**config.mk**
```make
export PLATFORM = sky130hd
export DESIGN_NAME = add_arbiter
export DESIGN_NICKNAME = d
export VERILOG_FILES = /design/src/rtl/add_arbiter.sv
export SDC_FILE = /design/constraint.sdc
export NUM_CORES = 1
export LEC_CHECK = 0
export BUFFER_PORTS_ARGS = -buffer_cell sky130_fd_sc_hd__buf_4
export CAP_MARGIN = 25
export CORE_ASPECT_RATIO = 1.5
export CORE_MARGIN = 2
export CORE_UTILIZATION = 40
export DETAILED_ROUTE_END_ITERATION = 10
export PLACE_DENSITY = 0.8
export SLEW_MARGIN = 5
export SYNTH_ARGS = -nofsm -noshare
export SYNTH_HDL_FRONTEND = slang
export SYNTH_SLANG_ARGS = --single-unit
```
**constraint.sdc**
```tcl
create_clock -name clk -period 11.84 [get_ports clk]
set_input_delay 1.184 -clock clk [delete_from_list [all_inputs] [get_ports clk]]
set_output_delay 1.184 -clock clk [all_outputs]
set_load 0.1 [all_outputs]
```
**src/rtl/add_arbiter.sv**
```systemverilog
// Four-requester round-robin front end time-sharing one ripple-carry adder.
// A request is accepted in IDLE, added in EXEC and held in RESP until the consumer takes it.

module add_all #(
  parameter int N = 32
) (
  input  logic [N-1:0] a_i,
  input  logic [N-1:0] b_i,
  input  logic         cin_i,
  output logic [N-1:0] sum_o,
  output logic         cout_o
);

  logic carry;

  always_comb begin
    carry = cin_i;
    sum_o = '0;
    for (int i = 0; i < N; i++) begin
      sum_o[i] = a_i[i] ^ b_i[i] ^ carry;
      carry    = (a_i[i] & b_i[i]) | (carry & (a_i[i] ^ b_i[i]));
    end
    cout_o = carry;
  end

endmodule

module add_arbiter #(
  parameter int N    = 32,
  parameter int NREQ = 4
) (
  input  logic              clk,
  input  logic              rst,
  input  logic [NREQ-1:0]   req_valid,
  output logic [NREQ-1:0]   req_ready,
  input  logic [NREQ*N-1:0] req_a,
  input  logic [NREQ*N-1:0] req_b,
  input  logic [NREQ-1:0]   req_cin,
  output logic              rsp_valid,
  input  logic              rsp_ready,
  output logic [1:0]        rsp_id,
  output logic [N-1:0]      rsp_sum,
  output logic              rsp_cout,
  output logic              busy
);

  typedef enum logic [1:0] {
    IDLE = 2'd0,
    EXEC = 2'd1,
    RESP = 2'd2
  } state_t;

  state_t       state_q;
  logic [1:0]   rr_ptr_q;
  logic [N-1:0] a_q, b_q, sum_q;
  logic         cin_q, cout_q, rsp_valid_q;
  logic [1:0]   id_q;

  logic         grant_valid_d;
  logic [1:0]   grant_id_d;
  logic [1:0]   idx;
  logic         accept;
  logic [N-1:0] a_sel, b_sel;
  logic         cin_sel;
  logic [N-1:0] add_sum;
  logic         add_cout;

  // Scan starts at rr_ptr and wraps, so the first hit is the round-robin winner.
  always_comb begin
    grant_valid_d = 1'b0;
    grant_id_d    = '0;
    idx           = '0;
    for (int i = 0; i < NREQ; i++) begin
      idx = rr_ptr_q + 2'(i);
      if (!grant_valid_d && req_valid[idx]) begin
        grant_valid_d = 1'b1;
        grant_id_d    = idx;
      end
    end
  end

  assign accept = (state_q == IDLE) && !rst && grant_valid_d;

  always_comb begin
    req_ready = '0;
    if (accept) req_ready[grant_id_d] = 1'b1;
  end

  always_comb begin
    a_sel   = '0;
    b_sel   = '0;
    cin_sel = 1'b0;
    for (int i = 0; i < NREQ; i++) begin
      if (grant_id_d == 2'(i)) begin
        a_sel   = req_a[i*N +: N];
        b_sel   = req_b[i*N +: N];
        cin_sel = req_cin[i];
      end
    end
  end

  add_all #(.N(N)) u_add (
    .a_i    (a_q),
    .b_i    (b_q),
    .cin_i  (cin_q),
    .sum_o  (add_sum),
    .cout_o (add_cout)
  );

  always_ff @(posedge clk) begin
    if (rst) begin
      state_q     <= IDLE;
      rr_ptr_q    <= '0;
      a_q         <= '0;
      b_q         <= '0;
      cin_q       <= 1'b0;
      id_q        <= '0;
      sum_q       <= '0;
      cout_q      <= 1'b0;
      rsp_valid_q <= 1'b0;
    end else begin
      case (state_q)
        IDLE: begin
          if (accept) begin
            a_q     <= a_sel;
            b_q     <= b_sel;
            cin_q   <= cin_sel;
            id_q    <= grant_id_d;
            state_q <= EXEC;
          end
        end
        EXEC: begin
          sum_q       <= add_sum;
          cout_q      <= add_cout;
          rsp_valid_q <= 1'b1;
          state_q     <= RESP;
        end
        RESP: begin
          if (rsp_ready) begin
            rsp_valid_q <= 1'b0;
            rr_ptr_q    <= id_q + 2'd1;
            state_q     <= IDLE;
          end
        end
        default: state_q <= IDLE;
      endcase
    end
  end

  assign rsp_valid = rsp_valid_q;
  assign rsp_id    = id_q;
  assign rsp_sum   = sum_q;
  assign rsp_cout  = cout_q;
  assign busy      = (state_q != IDLE);

endmodule

```
==> results_dict.tcl <==
set metrics [dict create \
    outcome "complete, but fails checks" \
    violations "negative setup slack" \
    power.density_mw_per_mm2 130 \
    synthTopCellsByArea "dfxtp_1 (31%), fa_1 (9.6%), mux2i_1 (6.7%)" \
    r2r-start "a_q[0]$_SDFFE_PP0P_" \
    tightest_slew_ns 0.965 \
    drt_first_pass_iters 6 \
    slew_violations 0 \
    grtUsageTotal_pct 25.4 \
    grt_pass1_wl_um 34300 \
    num_antenna_cells 0 \
    maxCapViolCount 0 \
    hp-class "flop to flop" \
    avgSynthCellArea_um2 9.04 \
    die_w_um 110 \
    drc 0 \
    cp_common_cell "fa_2" \
    cellLeakagePower_nw 4.14 \
    fin_skew_ns 0.0110 \
    clock.fmax_mhz 83.7 \
    clock_path_buffers 2 \
    multi_input_area_mm2 0.00425 \
    place_ws_ns -0.528 \
    vias 6728 \
    yosysSeqAreaShare_pct 31.4 \
    rsz0062_at_grt "true" \
    crit_type "flop to flop" \
    grt_pass1_vias 6394 \
    path_clk_slew_ns 0.07 \
    clock_sinks 105 \
    syn_area_mm2 0.00670 \
    initial_core_util_pct 40.3 \
    h-tree-depth 3 \
    synth_warnings 0 \
    critPathMaxStageDelay_ns 0.42 \
    design.core.area_mm2 0.0166 \
    startpoint "a_q[0]$_SDFFE_PP0P_" \
    area.sequential_mm2 0.00210 \
    drive_gt1_share_pct 43.8 \
    grt_max_degree 68 \
    antenna_left 0 \
    drt_wl_total_um 23300 \
    ctsHoldBuffers 0 \
    post-synth-top-area-cell "dfxtp_1" \
    whs_path_depth 2 \
    min_period_ns 11.95 \
    reg2reg_slack_ns -0.11 \
    place_inst 1197 \
    yosysTopAreaCellShare_pct 31.4 \
    arrival_ns 12.22 \
    vias_per_cell 5.54 \
    cts_made_buffers 9 \
    layout_common_cells "buf_4 (315), dfxtp_1 (104), nand2_1 (103), and3_1 (46), mux2i_1 (45)" \
    die_area_mm2 0.0178 \
    synth_cells 741 \
    synth_fp_nets 1040 \
    cp-endpoint "rsp_sum[31]$_SDFFE_PP0P_" \
    num-fill-cells 1471 \
    crit_required_ns 12.11 \
    slew_headroom_pct 35.7 \
    io_pins 308 \
    period_share_pct 101 \
    postCtsSetupBuffers 0 \
    finalHoldViolations 0 \
    cts_tree "built" \
    synth_seq_cells 105 \
    peakVddDrop_uv 96.0 \
    syn2layout_area_growth_pct 40.4 \
    drt_iter0_drc 409 \
    stdcell_count 1214 \
    reg2reg_to "rsp_sum[31]$_SDFFE_PP0P_" \
    nNetsFinal 1298 \
    cp_max_fo 2 \
    hpwl_um 17700 \
    start_kind "flop" \
    crit_slowest_cell "fa_1" \
    cp-end-kind "flop" \
    antenna_found_initial 0 \
    setup_tns_ns -0.111 \
    synth_cell_type_count 44 \
    layout_commonest_cell "buf_4" \
    finalSetupViolations 1 \
    worstRegToRegCells 36 \
    cts_root_buffer "clkbuf_16" \
    portBuffers 307 \
    drt-wirelength-per-cell_um 19.2 \
    setup_ws_ns -0.111 \
    rows 58 \
    gp_congestion 0.862 \
    die_h_um 162 \
    overflow 0 \
    clock_latency_ns 0.35 \
]
==> how the worst min path moves through the flow <==
| stage | start | to | slack (ns) |
|---|---|---|---|
| floorplan | a_q[16]$_SDFFE_PP0P_ | a_q[16]$_SDFFE_PP0P_ | 0.45 |
| global placement | rsp_sum[8]$_SDFFE_PP0P_ | rsp_sum[8]$_SDFFE_PP0P_ | 0.44 |
| detailed placement | rsp_sum[14]$_SDFFE_PP0P_ | rsp_sum[14]$_SDFFE_PP0P_ | 0.45 |
| CTS | rsp_sum[14]$_SDFFE_PP0P_ | rsp_sum[14]$_SDFFE_PP0P_ | 0.46 |
| global route | rsp_sum[6]$_SDFFE_PP0P_ | rsp_sum[6]$_SDFFE_PP0P_ | 0.48 |
| finish | rsp_sum[14]$_SDFFE_PP0P_ | rsp_sum[14]$_SDFFE_PP0P_ | 0.46 |
==> metal layers <==
| metal | GRT usage (%) | wire length, µm | up-vias |
|---|---|---|---|
| met5 | 0 | 0 | - |
| met4 | 8.75 | 642 | 0 |
| met3 | 4.08 | 1360 | 46 |
| met2 | 45.0 | 12200 | 267 |
| met1 | 30.7 | 9140 | 3229 |
| li1 | - | - | 3186 |
==> cells in the mapped netlist (all sizes together) <==
cell	number
o22a	1
dfxtp	105
o211ai	41
nand2	104
or2	1
a221o	1
o21bai	1
clkbuf	32
a21o	41
o221ai	1
or3b	1
buf	39
and3b	1
fa	32
nand3	43
and2b	1
or2b	1
a21oi	33
nand2b	2
and3	46
nor2b	3
a21bo	1
nor4	24
mux2i	45
o22ai	1
nor3	1
a21boi	1
a211oi	51
nor2	36
xnor2	1
o21ai	42
inv	8
==> per-stage QoR <==
stage | hold WS [ns] | power [mW] | instance area (µm²) | util (%)
6_report | 0.458 | 1.22 | 9410 | 56.6
4_1_cts | 0.460 | 1.23 | 9380 | 56.4
2_1_floorplan | 0.445 | 0.755 | 6750 | -
5_1_grt | 0.483 | 1.28 | 9410 | 56.6
3_5_place_dp | 0.450 | 0.912 | 9030 | 54.4
3_3_place_gp | 0.443 | 0.897 | 8980 | 54.0
==> kinds of logic after synthesis <==
family | count (synthesis) | share of synthesized area [%]
flip-flops | 105 | 31.4
adder cells (fa/ha/maj) | 32 | 9.56
AO/OA/AOI/OAI | 215 | 25.6
multiplexers | 45 | 6.73
buffers and inverters | 79 | 6.73
AND/OR/NAND/NOR | 264 | 19.9
XOR/XNOR | 1 | 0.131
==> critical path: cells and delay by family (launching register included) <==
kind / cells / cell delay (ns)
buffers and inverters: 3 / 0.17
adders and majority gates: 32 / 11.19
DFF: 1 / 0.34
AOI/OAI and AO/OA: 1 / 0.18
==> repair_timing <==
| action | in CTS | in global routing |
|---|---|---|
| setup endpoints to repair | 3 | 3 |
| pin swaps | 2 | 1 |
| resized for setup | 13 | 1 |
==> registers in the layout, indices dropped and copies added (netlist names), 2 cells and up <==
name	count
state_q	2
a_q	32
rsp_sum	32
rr_ptr_q	2
rsp_id	2
b_q	32
==> power breakdown <==
group	total (mW)	internal, mW	switching, mW
Clock	0.313	0.169	0.144
Sequential	0.444	0.401	0.0424
Combinational	0.467	0.176	0.291
Total	1.22	0.747	0.477
==> layout make-up <==
class	count	area share [%]
multi-input combinational	557	45.2
timing repair buffer	318	26.0
sequential	105	22.4
tap	210	2.79
clock buffer	9	2.39
clock inverter	7	0.918
inverter	8	0.319
(Power assumes the default switching activity.)
